File: src/rtl/reaction_pkg.sv
// Shared types and constants for the reaction-timer wait controller.
package reaction_pkg;

    localparam int REACT_W = 14;
    localparam int RAND_W  = 13;
    localparam logic [REACT_W-1:0] BEST_NONE = 14'h3FFF;

    typedef enum logic [1:0] {
        IDLE  = 2'd0,
        WAIT  = 2'd1,
        REACT = 2'd2,
        DONE  = 2'd3
    } state_t;

    // Worst case is 1000 + 8191 = 9191, so the 14-bit sum never wraps.
    function automatic logic [REACT_W-1:0] wait_init(input logic [RAND_W-1:0] rnd,
                                                      input int min_ms);
        return REACT_W'(min_ms) + {1'b0, rnd};
    endfunction

endpackage

File: src/rtl/reaction_wait_ctrl_button_sync_edge.sv
// Two-flop synchronizer followed by a registered rising-edge detector.
// The rise pulse appears three clocks after the raw input goes high.
module button_sync_edge (
    input  logic Clk,
    input  logic Rst,
    input  logic async_in,
    output logic rise
);

    logic s1, s2, s3;

    always_ff @(posedge Clk or negedge Rst) begin
        if (!Rst) begin
            s1   <= 1'b0;
            s2   <= 1'b0;
            s3   <= 1'b0;
            rise <= 1'b0;
        end else begin
            s1   <= async_in;
            s2   <= s1;
            s3   <= s2;
            rise <= s2 & ~s3;
        end
    end

endmodule

File: src/rtl/reaction_wait_ctrl.sv
// Random-wait reaction timer: waits MIN_WAIT_MS + RandomValue ms, lights the LED, times the press.
// Optional best-score tracking is enabled with the REACTION_BEST_EN macro.
module reaction_wait_ctrl
    import reaction_pkg::*;
#(
    parameter int TICK_DIV     = 1000,
    parameter int MIN_WAIT_MS  = 1000,
    parameter int MAX_REACT_MS = 9999
) (
    input  logic              Clk,
    input  logic              Rst,
    input  logic              Start,
    input  logic              Button,
    input  logic [RAND_W-1:0] RandomValue,
    output logic              LedOn,
    output logic              Busy,
    output logic              Done,
    output logic [REACT_W-1:0] ReactionMs,
    output logic              Early,
    output logic              Timeout,
    output logic [1:0]        state_dbg
`ifdef REACTION_BEST_EN
    ,
    output logic [REACT_W-1:0] BestMs
`endif
);

    localparam int PRESC_W = (TICK_DIV > 2) ? $clog2(TICK_DIV) : 1;
    localparam logic [PRESC_W-1:0] PRESC_LAST = PRESC_W'(TICK_DIV - 1);
    localparam logic [REACT_W-1:0] REACT_MAX  = REACT_W'(MAX_REACT_MS);

    state_t               state_q, state_d;
    logic [REACT_W-1:0]   wait_q, wait_d;
    logic [REACT_W-1:0]   react_q, react_d;
    logic [PRESC_W-1:0]   presc_q, presc_d;
    logic                 led_d, done_d, early_d, timeout_d;
    logic [REACT_W-1:0]   rms_d;
    logic                 press;
    logic                 tick;

    button_sync_edge u_btn (
        .Clk      (Clk),
        .Rst      (Rst),
        .async_in (Button),
        .rise     (press)
    );

    assign tick      = (presc_q == PRESC_LAST);
    assign Busy      = (state_q == WAIT) || (state_q == REACT);
    assign state_dbg = state_q;

`ifdef REACTION_BEST_EN
    logic [REACT_W-1:0] best_q, best_d;
    assign BestMs = best_q;
`endif

    // Start is a one-cycle request accepted only when not Busy; Done is a
    // one-cycle strobe marking ReactionMs/Early/Timeout as freshly valid.
    always_comb begin
        state_d   = state_q;
        wait_d    = wait_q;
        react_d   = react_q;
        presc_d   = presc_q;
        led_d     = LedOn;
        done_d    = 1'b0;
        rms_d     = ReactionMs;
        early_d   = Early;
        timeout_d = Timeout;
`ifdef REACTION_BEST_EN
        best_d    = best_q;
`endif
        case (state_q)
            IDLE, DONE: begin
                if (Start) begin
                    state_d   = WAIT;
                    wait_d    = wait_init(RandomValue, MIN_WAIT_MS);
                    presc_d   = '0;
                    rms_d     = '0;
                    early_d   = 1'b0;
                    timeout_d = 1'b0;
                    led_d     = 1'b0;
                end
            end
            WAIT: begin
                presc_d = tick ? '0 : presc_q + 1'b1;
                if (press) begin
                    early_d = 1'b1;
                    done_d  = 1'b1;
                    state_d = DONE;
                end else if (tick) begin
                    wait_d = wait_q - 1'b1;
                    if (wait_q == REACT_W'(1)) begin
                        state_d = REACT;
                        led_d   = 1'b1;
                        react_d = '0;
                        presc_d = '0;
                    end
                end
            end
            REACT: begin
                presc_d = tick ? '0 : presc_q + 1'b1;
                if (tick) react_d = react_q + 1'b1;
                // A press wins over a coincident timeout tick and reports the pre-tick count.
                if (press) begin
                    rms_d   = react_q;
                    led_d   = 1'b0;
                    done_d  = 1'b1;
                    state_d = DONE;
`ifdef REACTION_BEST_EN
                    if (react_q < best_q) best_d = react_q;
`endif
                end else if (tick && (react_q + 1'b1 == REACT_MAX)) begin
                    rms_d     = REACT_MAX;
                    timeout_d = 1'b1;
                    led_d     = 1'b0;
                    done_d    = 1'b1;
                    state_d   = DONE;
                end
            end
            default: state_d = IDLE;
        endcase
    end

    always_ff @(posedge Clk or negedge Rst) begin
        if (!Rst) state_q <= IDLE;
        else      state_q <= state_d;
    end

    always_ff @(posedge Clk or negedge Rst) begin
        if (!Rst) begin
            wait_q     <= '0;
            react_q    <= '0;
            presc_q    <= '0;
            LedOn      <= 1'b0;
            Done       <= 1'b0;
            ReactionMs <= '0;
            Early      <= 1'b0;
            Timeout    <= 1'b0;
        end else begin
            wait_q     <= wait_d;
            react_q    <= react_d;
            presc_q    <= presc_d;
            LedOn      <= led_d;
            Done       <= done_d;
            ReactionMs <= rms_d;
            Early      <= early_d;
            Timeout    <= timeout_d;
        end
    end

`ifdef REACTION_BEST_EN
    always_ff @(posedge Clk or negedge Rst) begin
        if (!Rst) best_q <= BEST_NONE;
        else      best_q <= best_d;
    end
`endif

endmodule

File: config.mk
export PLATFORM = sky130hd
export DESIGN_NAME = reaction_wait_ctrl
export DESIGN_NICKNAME = d
export VERILOG_FILES = /design/src/rtl/reaction_pkg.sv /design/src/rtl/reaction_wait_ctrl_button_sync_edge.sv /design/src/rtl/reaction_wait_ctrl.sv
export SDC_FILE = /design/constraint.sdc
export NUM_CORES = 1
export LEC_CHECK = 0
export CAP_MARGIN = 15
export CELL_PAD_IN_SITES_DETAIL_PLACEMENT = 2
export CELL_PAD_IN_SITES_GLOBAL_PLACEMENT = 2
export CORE_MARGIN = 2
export CORE_UTILIZATION = 37
export DETAILED_ROUTE_END_ITERATION = 7
export PLACE_DENSITY_LB_ADDON = 0.08
export SLEW_MARGIN = 20
export SYNTH_ARGS = -nofsm -noshare
export SYNTH_HDL_FRONTEND = slang
export SYNTH_SLANG_ARGS = --single-unit
File: constraint.sdc
create_clock -name Clk -period 6.2 [get_ports Clk]
set_clock_uncertainty 0.15 [all_clocks]
set_input_delay 1.24 -clock Clk [delete_from_list [all_inputs] [get_ports Clk]]
set_output_delay 1.24 -clock Clk [all_outputs]
set_load 0.02 [all_outputs]
# Yosys cells after proc, flatten, opt, wreduce, memory -nomap -nowiden
# Cells that the tools add are included.
[word_totals]
output_inout_bits = 21
latchBits = 0
regBits = 62
wordCells = 92
ram_bits = 0
rom_bits = 0
in_bits = 17
n_memories = 0
[op_classes]
n_reduce_logical = 14
n_shift = 0
eq_ne = 17
bitwise_logic = 2
mul = 0
n_lt_le_gt_ge = 0
div = 0
addsub = 4
n_mux = 42
[op_table]
columns = ["cell", "n"]
rows = [
  ["$mux W14", 10],
  ["$pmux W14 S2", 3],
  ["$mux W10", 5],
  ["$pmux W10 S3", 1],
  ["$add A10 B13 Y14 const A", 1],
  ["$add A14 B1 Y14 const B", 1],
  ["$eq A14 B1 Y1 const B", 1],
  ["$eq A14 B14 Y1 const B", 1],
  ["$sub A14 B1 Y14 const B", 1],
  ["$mux W1", 12],
  ["$mux W2", 6],
  ["$reduce_and A4 Y1", 3],
  ["$add A10 B1 Y10 const B", 1],
  ["$eq A10 B10 Y1 const B", 1],
  ["$ne A2 B2 Y1 const B", 5],
  ["$reduce_and A5 Y1", 2],
  ["$ne A2 B1 Y1 const B", 3],
  ["$ne A3 B1 Y1 const B", 2],
  ["$pmux W1 S2", 3],
  ["$pmux W2 S3", 1],
  ["$reduce_and A3 Y1", 2],
  ["$reduce_bool A2 Y1", 3],
  ["$eq A2 B2 Y1 const B", 2],
  ["$ne A3 B2 Y1 const B", 1],
  ["8 further kinds", 8],
]

# Longest topological paths before layout
# Gate-level depths: netlist (run 1).
[depth]
depth_word = 6
ltp_mapped = 9
mapped_depth_nobuf = 8

# Cells and area by module
# A second synthesis (run 1) with hierarchy kept.
[unflattened]
cells_unflattened = 436
hier_area_um2 = 3728.6
[by_module_without_submodules]
columns = ["module", "area_per_inst_um2", "n_inst", "seq_area_each_um2", "cells_each"]
rows = [
  ["reaction_wait_ctrl", 3614.7, 1, 1451.4, 431],
  ["button_sync_edge", 113.9, 1, 100.1, 5],
]

# Worst setup path after synthesis (run 1)
# No wires, ideal clock.
[synth_timing]
path_type = "in2reg"
from = "in RandomValue[8]"
to = "reg wait_q[13]"
t_required_ns = 5.929
path_buffers = 0
setup_ns = 0.121
stages = 5
t_arrival_ns = 2.596
setup_slack_ns = 3.333
path_cell_list = "or4_1 -> or3_1 -> a41oi_1 -> a41oi_1 -> o22a_1"
[synth_via]
elab_chain_cells = 3
[synth_lines]
columns = ["item", "line", "text"]
rows = [
  ["start, declared", "reaction_wait_ctrl.sv:14", "input logic [RAND_W-1:0] RandomValue,"],
  ["$add A10 B13 Y14", "reaction_pkg.sv:18", "return REACT_W'(min_ms) + {1'b0, rnd};"],
  ["$mux W14", "reaction_wait_ctrl.sv:74", "if (Start) begin"],
  ["$pmux W14 S2", "reaction_wait_ctrl.sv:72", "case (state_q)"],
  ["end signal, assigned", "reaction_wait_ctrl.sv:140", "wait_q <= wait_d;"],
  ["end, declared", "reaction_wait_ctrl.sv:33", "logic [REACT_W-1:0] wait_q, wait_d;"],
]
# Every way passes these cells. The select of a mux whose other input is x is not followed.
# A chain may end at the register's enable or synchronous reset.

# Final worst setup path (run 1)
[layout_timing]
from = "reg react_q[1]"
to = "reg ReactionMs[5]"
[layout_via]
elab_chain_cells = 5
[layout_lines]
columns = ["item", "line", "text"]
rows = [
  ["start, declared", "reaction_wait_ctrl.sv:34", "logic [REACT_W-1:0] react_q, react_d;"],
  ["start signal, assigned", "reaction_wait_ctrl.sv:141", "react_q <= react_d;"],
  ["$add A14 B1 Y14", "reaction_wait_ctrl.sv:112", "end else if (tick && (react_q + 1'b1 == REACT_MAX)) begin"],
  ["$eq A14 B14 Y1", "reaction_wait_ctrl.sv:112", ""],
  ["$logic_and A1 B1 Y1", "reaction_wait_ctrl.sv:112", ""],
  ["$ne A3 B1 Y1 (no line)", "-", ""],
  ["$reduce_and A3 Y1 (no line)", "-", ""],
  ["end signal, assigned", "reaction_wait_ctrl.sv:145", "ReactionMs <= rms_d;"],
  ["end, declared", "reaction_wait_ctrl.sv:18", "output logic [REACT_W-1:0] ReactionMs,"],
]
# Every way passes these cells.

==> out/metrics.cfg, run 1 <==
[sta]
period_minus_slack_ns = 3.439
finalWorstSetupSlack_ns = 2.761
min_period_over_period = 0.5547
tns_ns = 0
rsz0062_at_grt = no
drv_slew = 0
clock.fmax_ghz = 0.2908
setup_viol = 0
worst_pin_slew_ns = 0.9715
slew_headroom = 0.3432
final_hold_viol_count = 0

[yosys]
ys_types = 50
syn-cell-area_um2 = 3675
syn-num-nets = 468
netlist_instances = 443
ys_seq_area_frac = 0.4222
synthFlopType = dfrtp_1
synth_edf_count = 0
async_flop_share = 1.000
ys_ff_latch = 62
yosysWarnings = 0
syn_area_per_cell_um2 = 8.295

[cells_and_area]
layout-drive-gt1-share = 0.04641
final_common_cell = dfrtp_1
final_cell_mix = dfrtp_1, a21oi_1, nand2_1, o21ai_0, clkdlybuf4s50_1
area_growth_pct = 16.72
layout.nets = 496
antenna_cells = 0
design_area_um2 = 4289

[global_routing]
antenna_found_initial = 0
track_usage = 0.2234
overflow = 0
grt_pass1_vias = 3769
grt_pass1_wl_mm = 19.53
grt_max_degree = 63

[clock_network]
cts_buffers = 9
tritoncts = yes
cts_resized = 0
cts.clk_slew.worst_paths_ns = 0.07
clock_path_buffers = 2
clock_sinks = 62
root_buffer = clkbuf_8
cts_hold_buffers = 0
post_cts_buffers = 0
clk_latency_ns = 0.35
cts_max_level = 3

[detailed_routing]
ant_nets = 0
dr.pass1.iters = 4
drt-initial-drc-count = 88
drc_errors = 0
routed_wl_mm = 11.33
dr_total_vias = 3473
wl_per_cell_um = 18.67
via_per_inst = 5.722

[floorplan]
fp.dieW_um = 103.7
die_area_um2 = 10750
initial_core_util = 0.3777
core_um2 = 9729
io-pin-count = 38
row_count = 36
chipHeight_um = 103.7

[power]
cellLeakagePower_uw = 0.001706
p_sw_uw = 720.0
p_per_area_nw_per_um2 = 379.0
pwr-share-clk = 0.191
p_sw_frac = 0.4429
internal-power_uw = 905.8
vdd_drop_max_uv = 155.3
power_frac_seq = 0.356
power.share.combinational = 0.453

[place]
portBuffers = 37
placed_cell_area_um2 = 4134
dp_hpwl_mm = 8.153
place_congestion = 0.8075
pre_cts_ws_ns = 2.646

[status]
status = complete, no violations

[worst_setup_path]
cp-end-kind = flip-flop
required_ns = 6.23
crit_arrival_ns = 3.47
path_class = reg2reg
worstPathMaxFanout = 10
cp-start-kind = flip-flop

[flow_run]
max_cap_viol_count = 0

[min_path]
holdCritPathClass = reg2reg

[final timing paths]
path / from / slack (ns) / end / cells past startpoint
max in group asynchronous: Rst / 4.44 / wait_q[2]$_DFFE_PN0P_ / 2
worst max register to register: react_q[1]$_DFFE_PN0P_ / 2.76 / ReactionMs[5]$_DFFE_PN0P_ / 6
worst min-delay path: u_btn.s1$_DFF_PN0_ / 0.20 / u_btn.s2$_DFF_PN0_ / 0
min in group asynchronous: Rst / 0.93 / react_q[9]$_DFFE_PN0P_ / 2
worst min register to register: u_btn.s1$_DFF_PN0_ / 0.20 / u_btn.s2$_DFF_PN0_ / 0
worst max-delay path: react_q[1]$_DFFE_PN0P_ / 2.76 / ReactionMs[5]$_DFFE_PN0P_ / 6
[metal layers]
layer / vias up / share of wire / track usage
li1: 1663 / - / -
met1: 1767 / 0.44 / 0.2684
met2: 35 / 0.53 / 0.4182
met3: 8 / 0.022 / 0.03272
met4: 0 / 0.0086 / 0.05502
met5: - / 0 / 0
[per-stage QoR]
stage	util	hold WS, ns	instances	total power [uW]
2_1_floorplan	-	0.1812	443	1065
3_3_place_gp	0.4249	0.1859	593	1295
3_5_place_dp	0.4249	0.1912	593	1331
4_1_cts	0.4408	0.2066	607	1646
5_1_grt	0.4408	0.2141	607	1767
6_report	0.4408	0.2030	607	1626
[power groups by stage]
stage | clock network (uW) | registers (uW) | logic, uW
global placement | 0 | 580 | 715
detailed placement | 0 | 586 | 745
global route | 336 | 596 | 835
floorplan | 0 | 601 | 464
CTS | 318 | 579 | 748
finish | 310 | 578 | 737
[Yosys cell counts (all sizes together) (2+ instances only)]
master | n | area share
a2111oi | 2 | 0.0065
a211o | 2 | 0.0048
a21oi | 60 | 0.082
a22o | 2 | 0.0048
a2bb2oi | 2 | 0.0048
a31oi | 2 | 0.0034
a41oi | 2 | 0.0048
and2 | 2 | 0.0034
and3 | 14 | 0.024
buf | 2 | 0.0044
clkbuf | 21 | 0.021
dfrtp | 62 | 0.42
ha | 8 | 0.027
inv | 21 | 0.021
mux2i | 2 | 0.0054
nand2 | 46 | 0.047
nand2b | 12 | 0.020
nand3 | 14 | 0.019
nand3b | 2 | 0.0041
nand4 | 5 | 0.0085
nand4b | 2 | 0.0048
nor2 | 26 | 0.027
nor2b | 5 | 0.0085
nor3 | 13 | 0.018
nor4 | 7 | 0.012
nor4b | 2 | 0.0048
o2111ai | 2 | 0.0048
o21ai | 56 | 0.076
o22a | 2 | 0.0048
o22ai | 3 | 0.0051
o31a | 2 | 0.0048
o31ai | 6 | 0.012
o41ai | 4 | 0.0095
or3 | 5 | 0.0085
or4 | 6 | 0.015
or4b | 2 | 0.0054
xnor2 | 6 | 0.014
xor2 | 4 | 0.0095
[layout make-up]
cell class,instances,area [um^2]
Multi-Input combinational cell,337,1949
Inverter,21,78.83
Clock inverter,2,10.01
Tap cell,133,166.4
Clock buffer,12,145.1
Sequential cell,62,1551
Fill cell,1125,5440
Timing Repair Buffer,40,387.9
[registers in the layout (all words and copies together) (netlist names), 2 cells and up]
signal,cells
presc_q,10
ReactionMs,14
react_q,14
state_dbg,2
wait_q,14
[kinds of logic (layout without fill, tap and decap cells)]
| family | count (synthesis) | count (layout) | share of synthesized area |
|---|---|---|---|
| buffers and inverters | 44 | 75 | 0.04733 |
| AOI/OAI and AO/OA | 152 | 152 | 0.2394 |
| xor gates and xnor gates | 10 | 10 | 0.02383 |
| adders and majority gates | 8 | 8 | 0.02724 |
| muxes | 2 | 2 | 0.005448 |
| and+or+nand+nor | 165 | 165 | 0.2346 |
| DFF | 62 | 62 | 0.4222 |
[worst max-delay path: stages, from the launching register on]
cell and delay [ns]:
dfrtp_1 0.56, ha_1 0.46, nand4_1 0.30, nor3_1 0.44, xnor2_1 0.23, nor4b_1 0.87, o21ai_0 0.24
No activity file was read; power rests on OpenSTA's default activity.
==> run 2: changes to the inputs <==
- CORE_UTILIZATION: 37 -> 31
- clock period: 6.2 -> 2.9 ns (I/O delays scaled with it)
==> run 2 against run 1 <==
  * The run now ends with DRC left
  * Worst setup slack worse by 2.6 ns
  * Non-clock buffer count is 29 higher
  * Global-route usage is 1.2 points lower
  * Critical endpoint is now react_q[10]$_DFFE_PN0P_
==> out/metrics.cfg, run 2 (synthesis gave the netlist of run 1 again) <==
[power]
p_per_area_nw_per_um2 = 885.4
cellLeakagePower_uw = 0.001924
pwr-share-clk = 0.282
p_sw_uw = 1667
power.share.combinational = 0.419
internal-power_uw = 2479
p_sw_frac = 0.4021
vdd_drop_max_uv = 344.6
power_frac_seq = 0.299

[worst_setup_path]
slowest_stage = or4_4
cpLargestDelayFamily = simple AND/OR/NAND/NOR gates
path_class = reg2reg
cp-end-kind = flip-flop
cp-start-kind = flip-flop
worstPathMaxFanout = 9
crit_arrival_ns = 2.82
required_ns = 2.96
crit_chain = or4_4 > or2_4 > or4_4 > a211o_1 > buf_4 > o21ai_0 > o21ai_0
crit_buf_inv = 1
cpPeakStageDelay_ns = 0.56

[cells_and_area]
layout-drive-gt1-share = 0.1089
antenna_cells = 0
instances_no_fill = 648
multiInputGateArea_um2 = 1949
reg_top3 = ReactionMs: 14 flops, react_q: 14 flops, wait_q: 14 flops
area_growth_pct = 27.41
fillerInstances = 1281
seq_area_um2 = 1553
final_common_cell = dfrtp_1
final_cell_mix = dfrtp_1, a21oi_1, nand2_1
layout.nets = 525
final_util = 0.4066

[global_routing]
grt_util_met1 = 0.2454
track_usage = 0.2110
top_usage_layer = met2
grt_pass1_vias = 3997
overflow = 0
antenna_found_initial = 0
grt_pass1_wl_mm = 21.23
grt_max_degree = 28
use_met2 = 0.3932
grtUsageMet3 = 0.03642

[sta]
worst_pin_slew_ns = 0.6834
clock.fmax_ghz = 0.3620
slew_headroom = 0.5413
rsz0062_at_grt = no
drv_slew = 0
tns_ns = 0
setup_viol = 0
min_period_over_period = 0.9526
final_hold_viol_count = 0
period_minus_slack_ns = 2.763

[clock_network]
root_buffer = clkbuf_16
cts.clk_slew.worst_paths_ns = 0.05
cts_max_level = 3
post_cts_buffers = 0
cts_buffers = 9
clock_sinks = 62
clk_latency_ns = 0.34
clock_path_buffers = 2
tritoncts = yes

[detailed_routing]
ant_nets = 0
dr_total_vias = 3635
dr.pass1.iters = 6
routed_wl_mm = 12.63
via_per_inst = 5.610
wl_per_cell_um = 19.49
drc_errors = 3
drt-initial-drc-count = 128

[status]
violations = DRC
status = complete, but fails checks

[min_path]
holdCritPathClass = in2async

[floorplan]
core_um2 = 11520
fp.dieW_um = 112.9
initial_core_util = 0.3191
die_area_um2 = 12740
chipHeight_um = 112.9
row_count = 39
io-pin-count = 38

[place]
dp_hpwl_mm = 9.351
dpl.cell_count = 632
place_congestion = 0.7844
portBuffers = 37

[flow_run]
max_cap_viol_count = 0

==> run 2: metrics by stage <==
stage	hold slack (ns)	setup slack (ns)	area (um^2)	total power [uW]
CTS	0.1182	0.05430	4681	4202
finish	0.09020	0.1373	4682	4145
detailed placement	0.1889	0.07240	4364	2984
global placement	0.1852	0.1467	4364	2918
global route	0.1311	0.002143	4682	4459
floorplan	0.1344	0.2696	3675	2277
==> run 2: what timing repair did <==
action / in CTS / in global routing
resized for setup: 0 / 5
setup endpoints to repair: 0 / 4
hold buffers: 0 / 0
==> run 2: cell type report <==
| cell class | instances | area share |
|---|---|---|
| clock buffer | 12 | 0.05265 |
| multi-input combinational | 337 | 0.4164 |
| sequential | 62 | 0.3316 |
| inverter | 21 | 0.01684 |
| clock inverter | 4 | 0.01497 |
| tap | 143 | 0.03821 |
| timing repair buffer | 69 | 0.1293 |
==> run 2: layer usage <==
metal	vias to the layer above	wire (um)
met5	-	0
li1	1716	-
met1	1865	5478
met2	37	6682
met4	0	188
met3	17	279
==> run 2: path summary, 6_finish.rpt <==
check / startpoint / end / slack (ns) / cells past startpoint
max: wait_q[6]$_DFFE_PN0P_ / react_q[10]$_DFFE_PN0P_ / 0.14 / 7
min: Rst / react_q[5]$_DFFE_PN0P_ / 0.09 / 1
max reg2reg: wait_q[6]$_DFFE_PN0P_ / react_q[10]$_DFFE_PN0P_ / 0.14 / 7
min reg2reg: u_btn.s1$_DFF_PN0_ / u_btn.s2$_DFF_PN0_ / 0.20 / 0
max in group asynchronous: Rst / wait_q[6]$_DFFE_PN0P_ / 1.70 / 2
min in group Clk: u_btn.s1$_DFF_PN0_ / u_btn.s2$_DFF_PN0_ / 0.20 / 0
==> run 2: power groups by stage <==
| stage | clock network, uW | registers, uW | logic (uW) |
|---|---|---|---|
| after global routing | 1240 | 1270 | 1950 |
| final | 1170 | 1240 | 1740 |
| after global placement | 0 | 1230 | 1690 |
| after floorplan | 0 | 1280 | 993 |
| after CTS | 1200 | 1240 | 1760 |
| after detailed placement | 0 | 1250 | 1740 |
==> run 2: worst register-to-register path: stages, from the launching register on <==
cell	delay [ns]
dfrtp_2	0.43
or4_4	0.56
or2_4	0.29
or4_4	0.48
a211o_1	0.30
buf_4	0.18
o21ai_0	0.14
o21ai_0	0.09
==> run 3: changes to the inputs <==
- SETUP_SLACK_MARGIN: unset -> 0.1
==> run 3 against run 2 <==
  * The run still ends with DRC left
  * Core utilization rose by 0.72 points
  * Total power rose by 1.1%
  * Worst hold slack got worse by 0.0029 ns
  * Critical path type unchanged
  * Critical endpoint is now react_q[7]$_DFFE_PN0P_
==> out/metrics.cfg, run 3 (synthesis gave the netlist of run 1 again) <==
[flow_run]
max_cap_viol_count = 0

[clock_network]
cts_buffers = 9
cts.clk_slew.worst_paths_ns = 0.06
clock_sinks = 62
root_buffer = clkbuf_16
cts_max_level = 3
cts_hold_buffers = 0
clk_latency_ns = 0.34
clock_path_buffers = 2
tritoncts = yes

[cells_and_area]
reg_top3 = ReactionMs: 14 flops, react_q: 14 flops, wait_q: 14 flops
fillerInstances = 1281
layout.nets = 530
area_growth_pct = 29.66
final_cell_mix = dfrtp_1, a21oi_1, nand2_1
antenna_cells = 0
layout-drive-gt1-share = 0.1255
seq_area_um2 = 1553
final_common_cell = dfrtp_1
multiInputGateArea_um2 = 1992

[global_routing]
grt_pass1_wl_mm = 21.39
overflow = 0
grt_max_degree = 28
antenna_found_initial = 0
grt_util_met1 = 0.2457
top_usage_layer = met2
use_met2 = 0.3972
track_usage = 0.2122
grt_pass1_vias = 4049
grtUsageMet3 = 0.03642

[place]
dp_hpwl_mm = 9.351
portBuffers = 37
place_congestion = 0.7844

[sta]
final_hold_viol_count = 0
period_minus_slack_ns = 2.721
rsz0062_at_grt = yes
clock.fmax_ghz = 0.3675
slew_headroom = 0.5412
setup_viol = 0
holdWs_ns = 0.08727
tns_ns = 0
drv_slew = 0
min_period_over_period = 0.9383
worst_pin_slew_ns = 0.6837

[detailed_routing]
wl_per_cell_um = 19.81
dr.pass1.iters = 6
dr_total_vias = 3667
drt-initial-drc-count = 116
ant_nets = 0
drc_errors = 3
via_per_inst = 5.616
routed_wl_mm = 12.93

[worst_setup_path]
worstPathMaxFanout = 9
crit_arrival_ns = 2.78
cp-start-kind = flip-flop
cp-end-kind = flip-flop
path_class = reg2reg
required_ns = 2.96

[status]
status = complete, but fails checks
violations = DRC

[floorplan]
fp.dieW_um = 112.9
core_um2 = 11520
die_area_um2 = 12740
row_count = 39
chipHeight_um = 112.9
io-pin-count = 38
initial_core_util = 0.3191

[power]
p_per_area_nw_per_um2 = 879.5
vdd_drop_max_uv = 345.2
cellLeakagePower_uw = 0.001961

[min_path]
holdCritPathClass = in2async

## run 3: cell types whose count changed in the layout (fill, tap and decap cells not counted), sizes merged
cell / previous run / this run
buf: 33 / 38
clkdlybuf4s50: 36 / 35
dlymetal6s2s: 0 / 1
## run 3: worst paths after layout
check	start	to	slack (ns)	depth (start not counted)
max	wait_q[10]$_DFFE_PN0P_	react_q[7]$_DFFE_PN0P_	0.18	7
min	Rst	react_q[9]$_DFFE_PN0P_	0.09	1
max reg2reg	wait_q[10]$_DFFE_PN0P_	react_q[7]$_DFFE_PN0P_	0.18	7
min reg2reg	u_btn.s1$_DFF_PN0_	u_btn.s2$_DFF_PN0_	0.20	0
max in group asynchronous	Rst	wait_q[5]$_DFFE_PN0P_	1.70	2
min in group Clk	u_btn.s1$_DFF_PN0_	u_btn.s2$_DFF_PN0_	0.20	0
## run 3: through the flow
step	utilization	area [um^2]	power, uW	worst slack, ns	instances
after detailed placement	0.3790	4364	2984	0.07240	632
after global placement	0.3790	4364	2918	0.1467	632
after floorplan	-	3675	2277	0.2696	443
final	0.4137	4765	4191	0.1790	653
after global routing	0.4137	4765	4500	0.06784	653
after CTS	0.4087	4707	4236	0.1104	651
## run 3: layout make-up
class | count | share of cell area
clock inverters | 4 | 0.01471
repair buffers | 74 | 0.1355
multi-input cells | 337 | 0.4181
inverters | 21 | 0.01654
well taps | 143 | 0.03755
flip-flops and latches | 62 | 0.3259
clock buffers | 12 | 0.05173
## run 3: metal layers
| metal | part of all wire | routed length [um] | up-vias |
|---|---|---|---|
| met3 | 0.022 | 289 | 21 |
| met2 | 0.53 | 6802 | 47 |
| met1 | 0.43 | 5581 | 1874 |
| met4 | 0.020 | 261 | 0 |
| li1 | - | - | 1725 |
| met5 | 0 | 0 | - |
## run 3: critical path, cell delays in order, from the launching register on
cell and delay [ns]:
dfrtp_1 0.40, or4_4 0.54, or2_4 0.29, or4_4 0.48
a211o_1 0.31, buf_4 0.19, o21ai_1 0.14, o21ai_0 0.09
## run 3: timing repair
item	CTS	global route
hold endpoints to repair	0	0
setup buffers	3	2
pin swaps	0	4
endpoints found under the setup margin	3	26
resized for setup	1	12
## run 3: power breakdown
group	switching (uW)	leakage [uW]	internal (uW)
registers	169	0.000810	1060
clock network	407	0.000157	773
logic	1110	0.000995	671
